$ cat src/rtl/shift_seq_pkg.sv
// Shared types and constants for the shift_reg2 command sequencer.
package shift_seq_pkg;

  localparam int unsigned WIDTH_DEF = 8;
  localparam int unsigned CNT_W_DEF = 4;
  localparam int unsigned OP_W_DEF  = 3;

  typedef enum logic [2:0] {
    IDLE  = 3'd0,
    LOAD  = 3'd1,
    SHIFT = 3'd2,
    CAPT  = 3'd3,
    RESP  = 3'd4
  } state_e;

  // shift_reg2 opcodes: parallel load, and logical right shift by one with zero fill
  localparam logic [2:0] LOAD_OP = 3'b011;
  localparam logic [2:0] SHR_OP  = 3'b000;

endpackage

$ cat src/rtl/shift_seq_cnt.sv
// Loadable shift-cycle down-counter; saturates at zero so it never wraps.
module shift_seq_cnt
  import shift_seq_pkg::*;
#(
  parameter int unsigned CNT_W = CNT_W_DEF
) (
  input  logic             clk,
  input  logic             reset,
  input  logic             load_i,
  input  logic [CNT_W-1:0] load_val_i,
  input  logic             dec_i,
  output logic             zero_o,
  output logic             last_o
);

  logic [CNT_W-1:0] cnt_q;
  logic [CNT_W-1:0] cnt_d;

  always_comb begin
    cnt_d = cnt_q;
    if (load_i) begin
      cnt_d = load_val_i;
    end else if (dec_i && (cnt_q != '0)) begin
      cnt_d = cnt_q - CNT_W'(1);
    end
  end

  always_ff @(posedge clk) begin
    if (reset) begin
      cnt_q <= '0;
    end else begin
      cnt_q <= cnt_d;
    end
  end

  assign zero_o = (cnt_q == '0);
  assign last_o = (cnt_q == CNT_W'(1));

endmodule

$ cat src/rtl/shift_seq_ctrl.sv
// Sequencer driving shift_reg2 pins: optional seed load, N shift cycles, capture, response.
module shift_seq_ctrl
  import shift_seq_pkg::*;
#(
  parameter int unsigned WIDTH = WIDTH_DEF,
  parameter int unsigned CNT_W = CNT_W_DEF,
  parameter int unsigned OP_W  = OP_W_DEF
) (
  input  logic             clk,
  input  logic             reset,
  input  logic             cmd_valid,
  output logic             cmd_ready,
  input  logic             cmd_load,
  input  logic [WIDTH-1:0] cmd_data,
  input  logic [OP_W-1:0]  cmd_op,
  input  logic [CNT_W-1:0] cmd_count,
  input  logic [WIDTH-1:0] cmd_fill,
  output logic             sr_enable,
  output logic [OP_W-1:0]  sr_dir,
  output logic [WIDTH-1:0] sr_data_in,
  input  logic [WIDTH-1:0] sr_data_out,
  output logic             rsp_valid,
  input  logic             rsp_ready,
  output logic [WIDTH-1:0] rsp_data,
  output logic             busy
);

  state_e           state_q, state_d;
  logic [OP_W-1:0]  op_q, op_d;
  logic [WIDTH-1:0] fill_q, fill_d;
  logic [WIDTH-1:0] rsp_data_q, rsp_data_d;
  logic             cmd_ready_q, cmd_ready_d;
  logic             sr_enable_q, sr_enable_d;
  logic [OP_W-1:0]  sr_dir_q, sr_dir_d;
  logic [WIDTH-1:0] sr_data_in_q, sr_data_in_d;
  logic             rsp_valid_q, rsp_valid_d;
  logic             busy_q, busy_d;

  logic cnt_load, cnt_dec, cnt_zero, cnt_last;

  shift_seq_cnt #(.CNT_W(CNT_W)) u_cnt (
    .clk        (clk),
    .reset      (reset),
    .load_i     (cnt_load),
    .load_val_i (cmd_count),
    .dec_i      (cnt_dec),
    .zero_o     (cnt_zero),
    .last_o     (cnt_last)
  );

  // Next state plus next values of the pin registers, which are decoded from state_d
  // so every output lines up with the state it belongs to.
  always_comb begin
    state_d      = state_q;
    op_d         = op_q;
    fill_d       = fill_q;
    rsp_data_d   = rsp_data_q;
    cnt_load     = 1'b0;
    cnt_dec      = 1'b0;
    sr_data_in_d = '0;

    unique case (state_q)
      IDLE: begin
        if (cmd_valid) begin
          op_d     = cmd_op;
          fill_d   = cmd_fill;
          cnt_load = 1'b1;
          if (cmd_load) begin
            state_d = LOAD;
          end else if (cmd_count != '0) begin
            state_d = SHIFT;
          end else begin
            state_d = CAPT;
          end
        end
      end
      LOAD: begin
        state_d = cnt_zero ? CAPT : SHIFT;
      end
      SHIFT: begin
        cnt_dec = 1'b1;
        if (cnt_last) begin
          state_d = CAPT;
        end
      end
      CAPT: begin
        rsp_data_d = sr_data_out;
        state_d    = RESP;
      end
      RESP: begin
        if (rsp_ready) begin
          state_d = IDLE;
        end
      end
      default: begin
        state_d = IDLE;
      end
    endcase

    cmd_ready_d = (state_d == IDLE);
    busy_d      = (state_d != IDLE);
    rsp_valid_d = (state_d == RESP);
    sr_enable_d = (state_d == LOAD) || (state_d == SHIFT);
    sr_dir_d    = '0;
    if (state_d == LOAD) begin
      sr_dir_d     = OP_W'(LOAD_OP);
      sr_data_in_d = cmd_data;
    end else if (state_d == SHIFT) begin
      sr_dir_d     = op_d;
      sr_data_in_d = fill_d;
    end
  end

  always_ff @(posedge clk) begin
    if (reset) begin
      state_q      <= IDLE;
      op_q         <= '0;
      fill_q       <= '0;
      rsp_data_q   <= '0;
      cmd_ready_q  <= 1'b1;
      sr_enable_q  <= 1'b0;
      sr_dir_q     <= '0;
      sr_data_in_q <= '0;
      rsp_valid_q  <= 1'b0;
      busy_q       <= 1'b0;
    end else begin
      state_q      <= state_d;
      op_q         <= op_d;
      fill_q       <= fill_d;
      rsp_data_q   <= rsp_data_d;
      cmd_ready_q  <= cmd_ready_d;
      sr_enable_q  <= sr_enable_d;
      sr_dir_q     <= sr_dir_d;
      sr_data_in_q <= sr_data_in_d;
      rsp_valid_q  <= rsp_valid_d;
      busy_q       <= busy_d;
    end
  end

  assign cmd_ready  = cmd_ready_q;
  assign sr_enable  = sr_enable_q;
  assign sr_dir     = sr_dir_q;
  assign sr_data_in = sr_data_in_q;
  assign rsp_valid  = rsp_valid_q;
  assign rsp_data   = rsp_data_q;
  assign busy       = busy_q;

endmodule

$ cat config.mk
export PLATFORM = sky130hd
export DESIGN_NAME = shift_seq_ctrl
export DESIGN_NICKNAME = d
export VERILOG_FILES = /design/src/rtl/shift_seq_pkg.sv /design/src/rtl/shift_seq_cnt.sv /design/src/rtl/shift_seq_ctrl.sv
export SDC_FILE = /design/constraint.sdc
export NUM_CORES = 1
export LEC_CHECK = 0
export CORE_MARGIN = 1.5
export CORE_UTILIZATION = 47
export CTS_BUF_LIST = sky130_fd_sc_hd__clkbuf_2
export CTS_CLUSTER_SIZE = 28
export DETAILED_ROUTE_END_ITERATION = 6
export PLACE_DENSITY_LB_ADDON = 0.08
export SLEW_MARGIN = 30
export SYNTH_ARGS = -nofsm -noshare
export SYNTH_HDL_FRONTEND = slang
export SYNTH_SLANG_ARGS = --single-unit
$ cat constraint.sdc
create_clock -name clk -period 2.1 [get_ports clk]
set_input_delay 0.315 -clock clk [delete_from_list [all_inputs] [get_ports clk]]
set_output_delay 0.315 -clock clk [all_outputs]
set_load 0.1 [all_outputs]
Yosys cells after proc, flatten, opt, wreduce, memory -nomap -nowiden
Cells that the tools add are included.

Reductions and logical operators: 10. Bitwise logic cells: 1. Multiplexer cells: 20. Add/sub/neg operators: 1. Equality and inequality tests: 8.

Operators with widths (number): two-way mux 8 bit (4); two-way mux 3 bit (5); case mux 3 bit (5 select lines) (1); equality test 3 x 2 -> 1 bit (second input constant) (3); two-way mux 4 bit (2); nonzero test 4 bit (2); equality test 3 x 1 -> 1 bit (second input constant) (2); equality test 3 bit (second input constant) (2); zero test 3 bit (2); two-way mux 2 bit (3); two-way mux 1 bit (5); equality test 4 x 1 -> 1 bit (second input constant) (1); zero test 4 bit (1); subtractor 4 x 1 -> 4 bit (second input constant) (1); nonzero test 3 bit (1); OR reduction 3 bit (1); nonzero test 2 bit (1); logical AND 1 bit (1); logical OR 1 bit (1); inverter 1 bit (1).

Flip-flop bits (word level): 41. Bits of input ports: 36. Word-level logic and storage cells: 52. Output and inout port bits: 23.

Depth between registers and ports, before layout
Word-level depth: 8. Gate-level depth with buffers: 7. Gate-level depth less buffers: 6.

Hierarchy
Synthesis repeated with hierarchy kept, for this count alone.

Cells, all modules: 172. Area, all modules: 1800.5 um^2.

By module, submodules not included: shift_seq_ctrl (seq. area each 740.7 um^2, area each 1517.7 um^2, cells an instance 141, times used 1); shift_seq_cnt (seq. area each 80.1 um^2, area each 282.8 um^2, cells an instance 31, times used 1).

Least setup slack after synthesis
No wires, ideal clock.

Path kind: register to register. Start point: reg u_cnt.cnt_q[0]. End point: reg sr_data_in_q[5], in the netlist sr_data_in[5]. Path buffers: 1. Cell stages (with the launch flop): 8. Slack: 0.320 ns. Arrival: 1.659 ns. Library setup time: 0.121 ns. Required time: 1.979 ns. Period minus slack after synthesis: 1.780 ns. Path through: dfxtp_1 -> inv_1 -> ha_1 -> nand2_1 -> o21a_1 -> o41ai_4 -> buf_12 -> mux2_4.

Word-level cells in the longest chain between the ends: 6. Elaborated cells on any way between the ends: 9. Those cells by class: eq/ne (3); mux (5); reduce/logical (1).

Ends and longest elaborated chain: start: declaration (RTL line shift_seq_cnt.sv:16) `logic [CNT_W-1:0] cnt_q;`; start signal: assignment (RTL line shift_seq_cnt.sv:32) `cnt_q <= cnt_d;`; equality test 4 x 1 -> 1 bit or zero test 4 bit (tied branches) (RTL line shift_seq_cnt.sv:37, shift_seq_cnt.sv:36); two-way mux 3 bit or two-way mux 1 bit (tied branches) (RTL line shift_seq_ctrl.sv:82, shift_seq_ctrl.sv:78); case mux 3 bit (5 select lines) (*) (RTL line shift_seq_ctrl.sv:62) `unique case (state_q)`; equality test 3 x 2 -> 1 bit (RTL line shift_seq_ctrl.sv:108) `end else if (state_d == SHIFT) begin`; two-way mux 8 bit (RTL line shift_seq_ctrl.sv:108); two-way mux 8 bit (*) (RTL line shift_seq_ctrl.sv:105) `if (state_d == LOAD) begin`; end signal: assignment (RTL line shift_seq_ctrl.sv:134) `sr_data_in_q <= sr_data_in_d;`; end: declaration (RTL line shift_seq_ctrl.sv:35) `logic [WIDTH-1:0] sr_data_in_q, sr_data_in_d;`.

Every way passes the cells marked *; elsewhere a longest branch is shown, timed or not. A chain may end at the register's enable or synchronous reset.

Worst setup path after layout
Start point: reg u_cnt.cnt_q[0]. End point: reg sr_data_in_q[4], in the netlist sr_data_in[4].

The elaborated chain is that of the path after synthesis.

==> results.json <==
{
  "syn_avg_cell_area_um2": 10.52,
  "hold_viol": 0,
  "slew_viol_final": 0,
  "grt_pass1_wl_mm": 5.899,
  "startpoint_type": "flip-flop",
  "ys_ff_latch": 41,
  "core_area_mm2": 0.003661,
  "yosys_warnings": 0,
  "nNetsFinal": 268,
  "p_leak_uw": 0.001060,
  "ys_types": 37,
  "r2r_end": "sr_data_in[4]",
  "rrSetupSlack_ns": 0.27,
  "setup-tns-final_ns": 0,
  "finalWirelength_mm": 3.612,
  "area_delta_synth_final_pct": 34.48,
  "cts_buffer_depth": 2,
  "hold_class": "reg -> reg",
  "power_uw": 2035,
  "finalCritPeriodShare_pct": 87.31,
  "yosysMostFrequentCell": "dfxtp_1",
  "placementRows": 22,
  "cts_sinks": 41,
  "grt_pass1_vias": 1318,
  "clk_pin_slew_ns": 0.20,
  "start_util_pct": 48.87,
  "syn-num-nets": 209,
  "worstSkewPairLatency_ns": 0.38,
  "cp_cell_sequence": "inv_1, ha_1, nand2_1, o21a_1, o41ai_4, buf_12, mux2_2",
  "dr.pass1.iters": 6,
  "fmaxAchievable_mhz": 545.4,
  "max-vdd-ir-drop_v": 0.0005237,
  "ctsHoldBuffers": 0,
  "synth.top_cell.area_share_pct": 45.87,
  "worstPathArrival_ns": 2.13,
  "gp_congestion": 0.7440,
  "netlist_instances": 170,
  "grt_overflow": 0,
  "post-place-ws_ns": 0.04139,
  "hpwl_mm": 2.594,
  "timing.rr.start": "u_cnt.cnt_q[0]",
  "diodes": 0,
  "max-cap-violations": 0,
  "synth_async_sr_flop_share_pct": 0,
  "status": "completed",
  "worst_clock_skew_ns": 0.01018,
  "period_needed_ns": 1.833,
  "via_per_inst": 5.119,
  "fin_ws_ns": 0.2666,
  "grt_max_degree": 29,
  "grtUsageTotal_pct": 18.44,
  "tritoncts": "yes",
  "synth.area.top_cells": "dfxtp_1, mux2i_1, nor2_1",
  "numCtsBuffers": 5,
  "critPathMaxStageDelay_ns": 0.40,
  "drt_iter0_markers": 82,
  "ios": 59,
  "synth_commonest_cells": "dfxtp_1, nor2_1, mux2i_1",
  "h-tree-depth": 2,
  "io_buffer_count": 58,
  "cp-end-kind": "flip-flop",
  "dieWidth_um": 64.70,
  "synth_flop_cell": "dfxtp_1",
  "antenna_found_initial": 0,
  "min_from": "op_q[2]",
  "cts_setup_buffers": 0,
  "critPathSlowestCell": "dfxtp_1",
  "relSlewSlack_pct": 62.84,
  "crit_fanout": 15,
  "rsz0062_at_grt": "false",
  "holdPathEnd": "op_q[2]",
  "yosysTopAreaCell": "dfxtp_1",
  "setup_viol": 0,
  "final_antenna_net_count": 0,
  "r2r_cells": 7,
  "powerDensity_mw_per_mm2": 845.8,
  "fillerInstances": 308,
  "syn-cell-area_mm2": 0.001789,
  "holdPathStages": 2,
  "ctsResizeCount": 0,
  "dieArea_mm2": 0.004186,
  "synth_seq_area_share_pct": 45.87,
  "cp.required_ns": 2.40,
  "worstMarginPinSlew_ns": 0.5557,
  "wl_per_cell_um": 12.99,
  "die_h_um": 64.70,
  "drive_gt1_share_pct": 22.61,
  "worstSetupPathType": "reg -> reg",
  "drc": 0,
  "cts_root_buf": "clkbuf_2",
  "vias": 1423,
  "synth_edf_count": 0
}
metrics by stage:
stage / cells / area (um2) / hold WS [ns] / util, %
after floorplan: 170 / 1789 / 0.4557 / -
after global placement: 270 / 2342 / 0.4687 / 63.98
after detailed placement: 270 / 2342 / 0.4808 / 63.98
after CTS: 278 / 2406 / 0.4993 / 65.72
after global routing: 278 / 2406 / 0.5144 / 65.72
final: 278 / 2406 / 0.5086 / 65.72
cell families (layout without fill, tap and decap cells):
kind of cell	count (synthesis)	after routing	share of synthesized area, %
xor+xnor	1	1	0.4896
fa+ha+maj	3	3	2.098
simple gates	60	60	17.76
mux	29	29	18.25
buf+inv	15	75	5.524
flops	41	41	45.87
compound gates	21	21	10.00
cell usage in the layout (no fill, tap or decap), types with 4 or more instances in the layout:
cell type / netlist / layout
a21oi_1: 6 / 6
buf_4: 0 / 28
clkbuf_2: 0 / 6
clkdlybuf4s50_1: 0 / 35
dfxtp_1: 41 / 41
mux2_2: 5 / 5
mux2_4: 6 / 6
mux2i_1: 18 / 18
nand2_1: 4 / 4
nand3b_1: 4 / 4
nor2_1: 31 / 31
nor3b_1: 10 / 10
critical path: cells and delay by family, from the launching register on:
kind                       cells  cell delay, ns
buffers and inverters          2            0.31
DFF                            1            0.40
muxes                          1            0.34
adders and majority gates      1            0.17
and+or+nand+nor                1            0.05
AOI/OAI and AO/OA              2            0.46
flip-flops by register name (all words and copies together) (netlist names):
| signal | count |
|---|---|
| rsp_valid | 1 |
| cmd_ready | 1 |
| rsp_data | 8 |
| busy | 1 |
| state_q | 3 |
| fill_q | 8 |
| u_cnt.cnt_q | 4 |
| sr_enable | 1 |
| sr_dir | 3 |
| op_q | 3 |
| sr_data_in | 8 |
power breakdown:
part | total [uW] | switching, uW | internal, uW
sequential | 891 | 43.8 | 847
combinational | 696 | 435 | 261
clock | 448 | 245 | 203
total | 2040 | 724 | 1310
metal layers:
layer | vias up | wire [um] | GRT usage [%]
met2 | 51 | 1786 | 31.06
met3 | 4 | 255 | 6.250
met1 | 663 | 1536 | 21.71
li1 | 705 | - | -
met4 | 0 | 34 | 6.649
met5 | - | 0 | 0
worst max path at each step:
| stage | from | endpoint | cells past startpoint |
|---|---|---|---|
| global route | u_cnt.cnt_q[0] | sr_data_in[4] | 7 |
| floorplan | u_cnt.cnt_q[0] | sr_data_in[5] | 7 |
| detailed placement | cmd_valid | sr_data_in[7] | 6 |
| finish | u_cnt.cnt_q[0] | sr_data_in[4] | 7 |
| CTS | u_cnt.cnt_q[0] | sr_data_in[1] | 7 |
| global placement | cmd_count[2] | sr_data_in[3] | 6 |
final cells by class:
class	count	area [um2]	area share (%)
Timing Repair Buffer	64	580.6	24.13
Tap cell	48	60.06	2.496
Inverter	3	11.26	0.4680
Sequential cell	41	820.8	34.11
Clock buffer	6	30.03	1.248
Multi-Input combinational cell	114	869.6	36.14
Clock inverter	2	33.78	1.404
No activity file was read; power rests on OpenSTA's default activity.
